$ cat config.mk
export PLATFORM = sky130hd
export DESIGN_NAME = updown_counter_param
export DESIGN_NICKNAME = d
export VERILOG_FILES = /design/src/rtl/counter_pkg.sv /design/src/rtl/dff_bank.sv /design/src/rtl/updown_counter_param.sv
export SDC_FILE = /design/constraint.sdc
export NUM_CORES = 1
export LEC_CHECK = 0
export CAP_MARGIN = 20
export CORE_MARGIN = 1.5
export CORE_UTILIZATION = 35
export CTS_CLUSTER_SIZE = 16
export DETAILED_ROUTE_END_ITERATION = 8
export MAX_ROUTING_LAYER = met4
export RECOVER_POWER = 50
export SYNTH_ARGS = -nofsm -noshare
export SYNTH_HDL_FRONTEND = slang
export SYNTH_SLANG_ARGS = --single-unit
$ cat constraint.sdc
create_clock -name clk -period 1.6 [get_ports clk]
set_input_delay 0.24 -clock clk [delete_from_list [all_inputs] [get_ports clk]]
set_output_delay 0.24 -clock clk [all_outputs]
set_load 0.05 [all_outputs]
$ cat src/rtl/counter_pkg.sv
// ---------------------------------------------------------------------------
// counter_pkg
//   Shared definitions for the parametrised up/down counter.
//   - counter_mode_t : 2-bit boundary-mode selector
//   - MODE_*         : encodings of the boundary modes
//   - is_wrap_mode() : helper that folds the reserved encoding onto WRAP
// ---------------------------------------------------------------------------
package counter_pkg;

    typedef logic [1:0] counter_mode_t;

    localparam counter_mode_t MODE_WRAP    = 2'b00;
    localparam counter_mode_t MODE_SAT     = 2'b01;
    localparam counter_mode_t MODE_ONESHOT = 2'b10;
    // The fourth encoding is reserved and treated exactly like WRAP.
    localparam counter_mode_t MODE_RSVD    = 2'b11;

    // True for every encoding that wraps at the bound (WRAP and reserved).
    function automatic logic is_wrap_mode(input counter_mode_t mode);
        return (mode == MODE_WRAP) || (mode == MODE_RSVD);
    endfunction

endpackage

$ cat src/rtl/dff_bank.sv
// ---------------------------------------------------------------------------
// dff_bank
//   WIDTH-bit register with asynchronous active-low reset. Used for the count
//   register and, as 1-bit instances, for the tc and done flags.
// Parameters
//   WIDTH    register width in bits
//   RST_VAL  value loaded while rst is low
// Ports
//   clk   in   1      rising-edge clock
//   rst   in   1      asynchronous, active-low reset
//   d     in   WIDTH  next-state value
//   q     out  WIDTH  registered value
// ---------------------------------------------------------------------------
module dff_bank #(
    parameter int                 WIDTH   = 1,
    parameter logic [WIDTH-1:0]   RST_VAL = '0
) (
    input  logic             clk,
    input  logic             rst,
    input  logic [WIDTH-1:0] d,
    output logic [WIDTH-1:0] q
);

    // NOTE: sequential state uses non-blocking assignments so every register
    // samples its input before any of them update on the same edge.
    always_ff @(posedge clk or negedge rst) begin
        if (!rst) begin
            q <= RST_VAL;
        end else begin
            q <= d;
        end
    end

endmodule

$ cat src/rtl/updown_counter_param.sv
// ---------------------------------------------------------------------------
// updown_counter_param
//   Parametrised synchronous up/down counter with parallel load, count enable,
//   selectable boundary behaviour (wrap / saturate / one-shot) and a
//   registered terminal-count pulse. Typically used as a programmable divider
//   or timer.
// Parameters
//   WIDTH    counter width in bits (>= 2)
//   MAX_VAL  upper count bound, range is 0..MAX_VAL (< 2**WIDTH)
//   RST_VAL  count value while reset is asserted (<= MAX_VAL)
// Ports
//   clk       in   1      rising-edge clock
//   rst       in   1      asynchronous, active-low reset
//   en        in   1      count enable, one step per edge
//   up        in   1      1 = increment, 0 = decrement
//   load      in   1      synchronous parallel load (highest priority)
//   load_val  in   WIDTH  value to load, clamped to MAX_VAL
//   mode      in   2      boundary mode (counter_mode_t)
//   count     out  WIDTH  current count, registered
//   tc        out  1      one-cycle terminal-count pulse, registered
//   sat       out  1      at bound in SAT mode, combinational
//   done      out  1      one-shot halted flag, registered
// ---------------------------------------------------------------------------
module updown_counter_param
    import counter_pkg::*;
#(
    parameter int WIDTH   = 4,
    parameter int MAX_VAL = (1 << WIDTH) - 1,
    parameter int RST_VAL = 0
) (
    input  logic                clk,
    input  logic                rst,
    input  logic                en,
    input  logic                up,
    input  logic                load,
    input  logic [WIDTH-1:0]    load_val,
    input  counter_mode_t       mode,
    output logic [WIDTH-1:0]    count,
    output logic                tc,
    output logic                sat,
    output logic                done
);

    localparam logic [WIDTH-1:0] MAX_V = MAX_VAL[WIDTH-1:0];
    localparam logic [WIDTH-1:0] RST_V = RST_VAL[WIDTH-1:0];

    logic [WIDTH-1:0] count_d;
    logic             tc_d;
    logic             done_d;
    logic [WIDTH-1:0] bound;
    logic             at_bound;

    // The bound being approached depends on the current direction, so a
    // direction change re-targets the compare on the very next edge.
    assign bound    = up ? MAX_V : '0;
    assign at_bound = (count == bound);
    assign sat      = (mode == MODE_SAT) && at_bound;

    // Next-state logic. Priority: load > step > hold.
    always_comb begin
        // NOTE: every output of this block gets a default first, so no path
        // leaves a variable unassigned and no latch is inferred.
        count_d = count;
        tc_d    = 1'b0;
        done_d  = done;

        if (load) begin
            // Clamp so values above MAX_VAL can never be held.
            count_d = (load_val > MAX_V) ? MAX_V : load_val;
            done_d  = 1'b0;
        end else if (en && !done) begin
            if (!at_bound) begin
                // Plain WIDTH-bit arithmetic; the modulus comes only from the
                // bound compare above.
                count_d = up ? count + WIDTH'(1) : count - WIDTH'(1);
            end else if (mode == MODE_SAT) begin
                count_d = count;
            end else if (mode == MODE_ONESHOT) begin
                // Halt at the bound; done blocks further steps, so this tc
                // fires only once until the next load or reset.
                done_d = 1'b1;
                tc_d   = 1'b1;
            end else if (is_wrap_mode(mode)) begin
                count_d = up ? '0 : MAX_V;
                tc_d    = 1'b1;
            end
        end
    end

    dff_bank #(
        .WIDTH   (WIDTH),
        .RST_VAL (RST_V)
    ) u_count_reg (
        .clk (clk),
        .rst (rst),
        .d   (count_d),
        .q   (count)
    );

    dff_bank #(
        .WIDTH   (1),
        .RST_VAL (1'b0)
    ) u_tc_reg (
        .clk (clk),
        .rst (rst),
        .d   (tc_d),
        .q   (tc)
    );

    dff_bank #(
        .WIDTH   (1),
        .RST_VAL (1'b0)
    ) u_done_reg (
        .clk (clk),
        .rst (rst),
        .d   (done_d),
        .q   (done)
    );

endmodule

==> flow_metrics.py <==
metrics = {
    "status": {
        "run_status": "finished with violations",
        "violations_in_the_final_reports": "negative setup slack",
    },
    "die": {
        "core_um2": 1690,
        "die-height_um": 45.1,
        "width_of_the_die_um": 45.1,
        "design.die.area_um2": 2030,
        "fp-row-count": 15,
        "ioPinCount": 18,
        "initial_core_util_pct": 36.7,
    },
    "yosys": {
        "synth_compound_gate_area_share_pct": 26.9,
        "synth_mux_area_share_pct": 0,
        "post_synth_fa_ha_maj_area_fraction_pct": 13.3,
        "yosysTopAreaCell": "sky130_fd_sc_hd__dfrtp_1",
        "synth-seq-area-share_pct": 24.2,
        "synth-xor-area-share_pct": 1.41,
        "postSynthCellCount": 68,
        "synth_top_family_by_area": "compound AO/OA/AOI/OAI gates",
        "syn_area_um2": 619,
        "synth.avg_cell_area_um2": 9.11,
        "synth_top_cell_area_share_pct": 24.2,
        "synth_simple_gate_area_share_pct": 26.1,
        "synth-warning-count": 0,
        "yosysUniqueCellTypes": 36,
        "synth_seq_cells": 6,
        "syn_nets": 85,
        "synth_top_cells_by_area": "sky130_fd_sc_hd__dfrtp_1 24%, sky130_fd_sc_hd__ha_1 10%, sky130_fd_sc_hd__a21oi_1 4.8%",
    },
    "detailed_routing": {
        "vias": 684,
        "antenna_violating_nets_post_route": 0,
        "wl_per_cell_um": 13.8,
        "totalWireLength_mm": 1.75,
        "route.detailed.drc": 0,
        "detail_route.first_pass.iterations": 4,
        "drt-vias-per-instance": 5.39,
        "first_iter_violations": 10,
    },
    "grt": {
        "grt_pass1_wl_mm": 2.86,
        "globalRouteTotalUtil_pct": 19.9,
        "antenna_found_initial": 0,
        "number_of_global_route_vias_before_repair": 672,
        "largest_net_degree_at_the_start_of_global_routing": 11,
        "grt-ovfl-total": 0,
    },
    "final_layout": {
        "final_core_util_pct": 65.5,
        "instances_no_fill": 127,
        "finalInstanceArea_um2": 1110,
        "finalNetCount": 128,
        "areaGrowthSynthToFinish_pct": 78.6,
        "final_layout_size_suffix_gt1_share_pct": 55.5,
        "insertedDiodeCount": 0,
    },
    "critical_path": {
        "path_cells": "ha_4 -> buf_4 -> or3b_4 -> a221oi_4 -> a21oi_2 -> o211ai_2",
        "timing.critical_path.from_type": "flip-flop",
        "cp_arrival_ps": 1920,
        "timing.critical_path.slowest_stage_cell": "sky130_fd_sc_hd__dfrtp_2",
        "critPathKind": "flip-flop to flip-flop",
        "path_delay_family": "compound AO/OA/AOI/OAI gates",
        "endpoint_kind": "flip-flop",
        "cpPeakStageDelay_ps": 420,
        "critical_path.n_buffers_inverters": 1,
        "critPathRequiredTime_ps": 1770,
        "worst-path-max-fanout": 3,
    },
    "clock_tree": {
        "path_clk_slew_ps": 50,
        "clock-root-buffer": "sky130_fd_sc_hd__clkbuf_4",
        "worst_skew_pair.late_latency_ps": 250,
        "tritoncts": "built",
        "cts_made_buffers": 3,
        "htree_num_levels": 1,
        "clkSinkCount": 6,
        "max-clock-path-buffers": 2,
        "cts_hold_repair.buffers": 0,
    },
    "timing": {
        "fmaxAchievable_ghz": 0.570,
        "slew_viol_final": 0,
        "setup_tns_ps": -408,
        "clock_skew_ps": 3.84,
        "finalCriticalPeriod_ps": 1750,
        "worst_pin_slew_ps": 587,
        "hold_violations": 0,
        "hold_slack_ps": 310,
        "report.final.setup_viol": 5,
        "slew-limit-headroom_pct": 61.0,
        "setup_repair_after_global_routing_missed_its_margin": "yes",
        "final_critical_path_setup_slack_ps": -153,
        "layout_worst_path_cycle_share_pct": 110,
    },
    "power": {
        "sw_ratio_pct": 38.2,
        "leakagePower_nw": 0.499,
        "power.ir.vdd_worst_mv": 0.502,
        "clock_power_share_pct": 17.5,
        "switchingPower_mw": 0.346,
        "pwr_density_cell_nw_per_um2": 817,
        "pwr-share-comb_pct": 60.2,
        "power_frac_seq_pct": 22.3,
        "cell_internal_pwr_mw": 0.558,
    },
    "hold_path": {
        "hp-class": "primary input to asynchronous set/reset pin",
    },
    "job": {
        "max_cap_violations": 0,
    },
    "place": {
        "dp.cells": 114,
        "gp_congestion": 0.705,
        "place_hpwl_mm": 1.27,
        "placed_area_um2": 953,
        "port-buffer-count": 17,
    },
}
## registers in the layout, indices dropped and copies added (netlist names)
signal	flops
u_count_reg.q	4
u_tc_reg.q	1
u_done_reg.q	1
## through the flow
step / power, mW / setup WS [ps]
6_report: 0.904 / -153
5_1_grt: 0.963 / -219
4_1_cts: 0.878 / -163
3_5_place_dp: 0.639 / -540
3_3_place_gp: 0.629 / -502
2_1_floorplan: 0.475 / -177
## final timing paths
path	startpoint	end	cells past startpoint	slack, ps
worst max-delay path	u_count_reg.q[1]	u_count_reg.q[2]	6	-150
min in group clk	mode[0]	u_tc_reg.q	5	520
worst min register to register	u_done_reg.q	u_done_reg.q	2	560
max in group asynchronous	rst	u_count_reg.q[0]	1	1030
worst min-delay path	rst	u_count_reg.q[0]	1	310
worst max register to register	u_count_reg.q[1]	u_count_reg.q[2]	6	-150
## metal layers
layer | share of wire [%] | global-route usage (%)
met1 | 43 | 23.0
met2 | 54 | 33.7
met3 | 3.5 | 6.00
met4 | 0 | 4.71
met5 | 0 | -
## cell usage after synthesis
master,number
sky130_fd_sc_hd__xnor2_1,1
sky130_fd_sc_hd__nor3_1,1
sky130_fd_sc_hd__nor2b_1,3
sky130_fd_sc_hd__and3_4,1
sky130_fd_sc_hd__and2b_2,1
sky130_fd_sc_hd__a211oi_1,2
sky130_fd_sc_hd__clkbuf_1,1
sky130_fd_sc_hd__buf_6,2
sky130_fd_sc_hd__a221o_1,1
sky130_fd_sc_hd__o211a_1,1
sky130_fd_sc_hd__a21boi_0,1
sky130_fd_sc_hd__nand2b_1,1
sky130_fd_sc_hd__o211ai_2,2
sky130_fd_sc_hd__a21oi_1,6
sky130_fd_sc_hd__nand3b_1,1
sky130_fd_sc_hd__and2_1,1
sky130_fd_sc_hd__o211ai_1,1
sky130_fd_sc_hd__nand2_1,3
sky130_fd_sc_hd__a22oi_1,1
sky130_fd_sc_hd__a221oi_1,1
sky130_fd_sc_hd__inv_1,4
sky130_fd_sc_hd__and2_2,2
sky130_fd_sc_hd__ha_1,5
sky130_fd_sc_hd__fa_1,1
sky130_fd_sc_hd__o21ai_0,2
sky130_fd_sc_hd__or2b_2,1
sky130_fd_sc_hd__a31o_2,1
sky130_fd_sc_hd__o221a_2,1
sky130_fd_sc_hd__o21a_1,2
sky130_fd_sc_hd__nor2_1,5
sky130_fd_sc_hd__dfrtp_1,6
sky130_fd_sc_hd__dlygate4sd1_1,1
sky130_fd_sc_hd__nor4b_1,1
sky130_fd_sc_hd__or3_4,1
sky130_fd_sc_hd__nand4_1,1
sky130_fd_sc_hd__or3b_1,2
## repair_timing
| item | in CTS | in global routing |
|---|---|---|
| setup endpoints to repair | 6 | 5 |
| pin swaps | 14 | 4 |
| resized for setup | 15 | 6 |
| buffers inserted | 9 | 0 |
## power groups by stage
stage,sequential [mW],clock (mW),combinational (mW)
detailed placement,0.203,0,0.437
global route,0.204,0.173,0.586
finish,0.201,0.158,0.545
floorplan,0.257,0,0.219
CTS,0.200,0.163,0.515
global placement,0.202,0,0.427
## final cells by class
cell class | count | area, µm²
clock buffers | 4 | 26.3
flip-flops and latches | 6 | 156
well taps | 17 | 21.3
repair buffers | 42 | 378
fillers | 150 | 583
multi-input cells | 54 | 509
inverters | 4 | 15.0
## layout by cell type, fill, tap and decap left out, types with 3 or more instances in the layout
cell / instances
sky130_fd_sc_hd__a21oi_1: 4
sky130_fd_sc_hd__buf_12: 3
sky130_fd_sc_hd__buf_4: 25
sky130_fd_sc_hd__buf_6: 3
sky130_fd_sc_hd__clkbuf_4: 3
sky130_fd_sc_hd__clkdlybuf4s50_1: 6
sky130_fd_sc_hd__dfrtp_1: 3
sky130_fd_sc_hd__ha_4: 3
sky130_fd_sc_hd__inv_1: 3
sky130_fd_sc_hd__nand2_1: 3
sky130_fd_sc_hd__nor2_1: 5
sky130_fd_sc_hd__nor2b_1: 3
## logic make-up after synthesis
kind of cell | count (synthesis)
DFF | 6
adders and majority gates | 6
AOI/OAI and AO/OA | 22
and+or+nand+nor | 25
xor gates and xnor gates | 1
buffers and inverters | 8
Note: power is estimated with default switching activity, not from simulation.
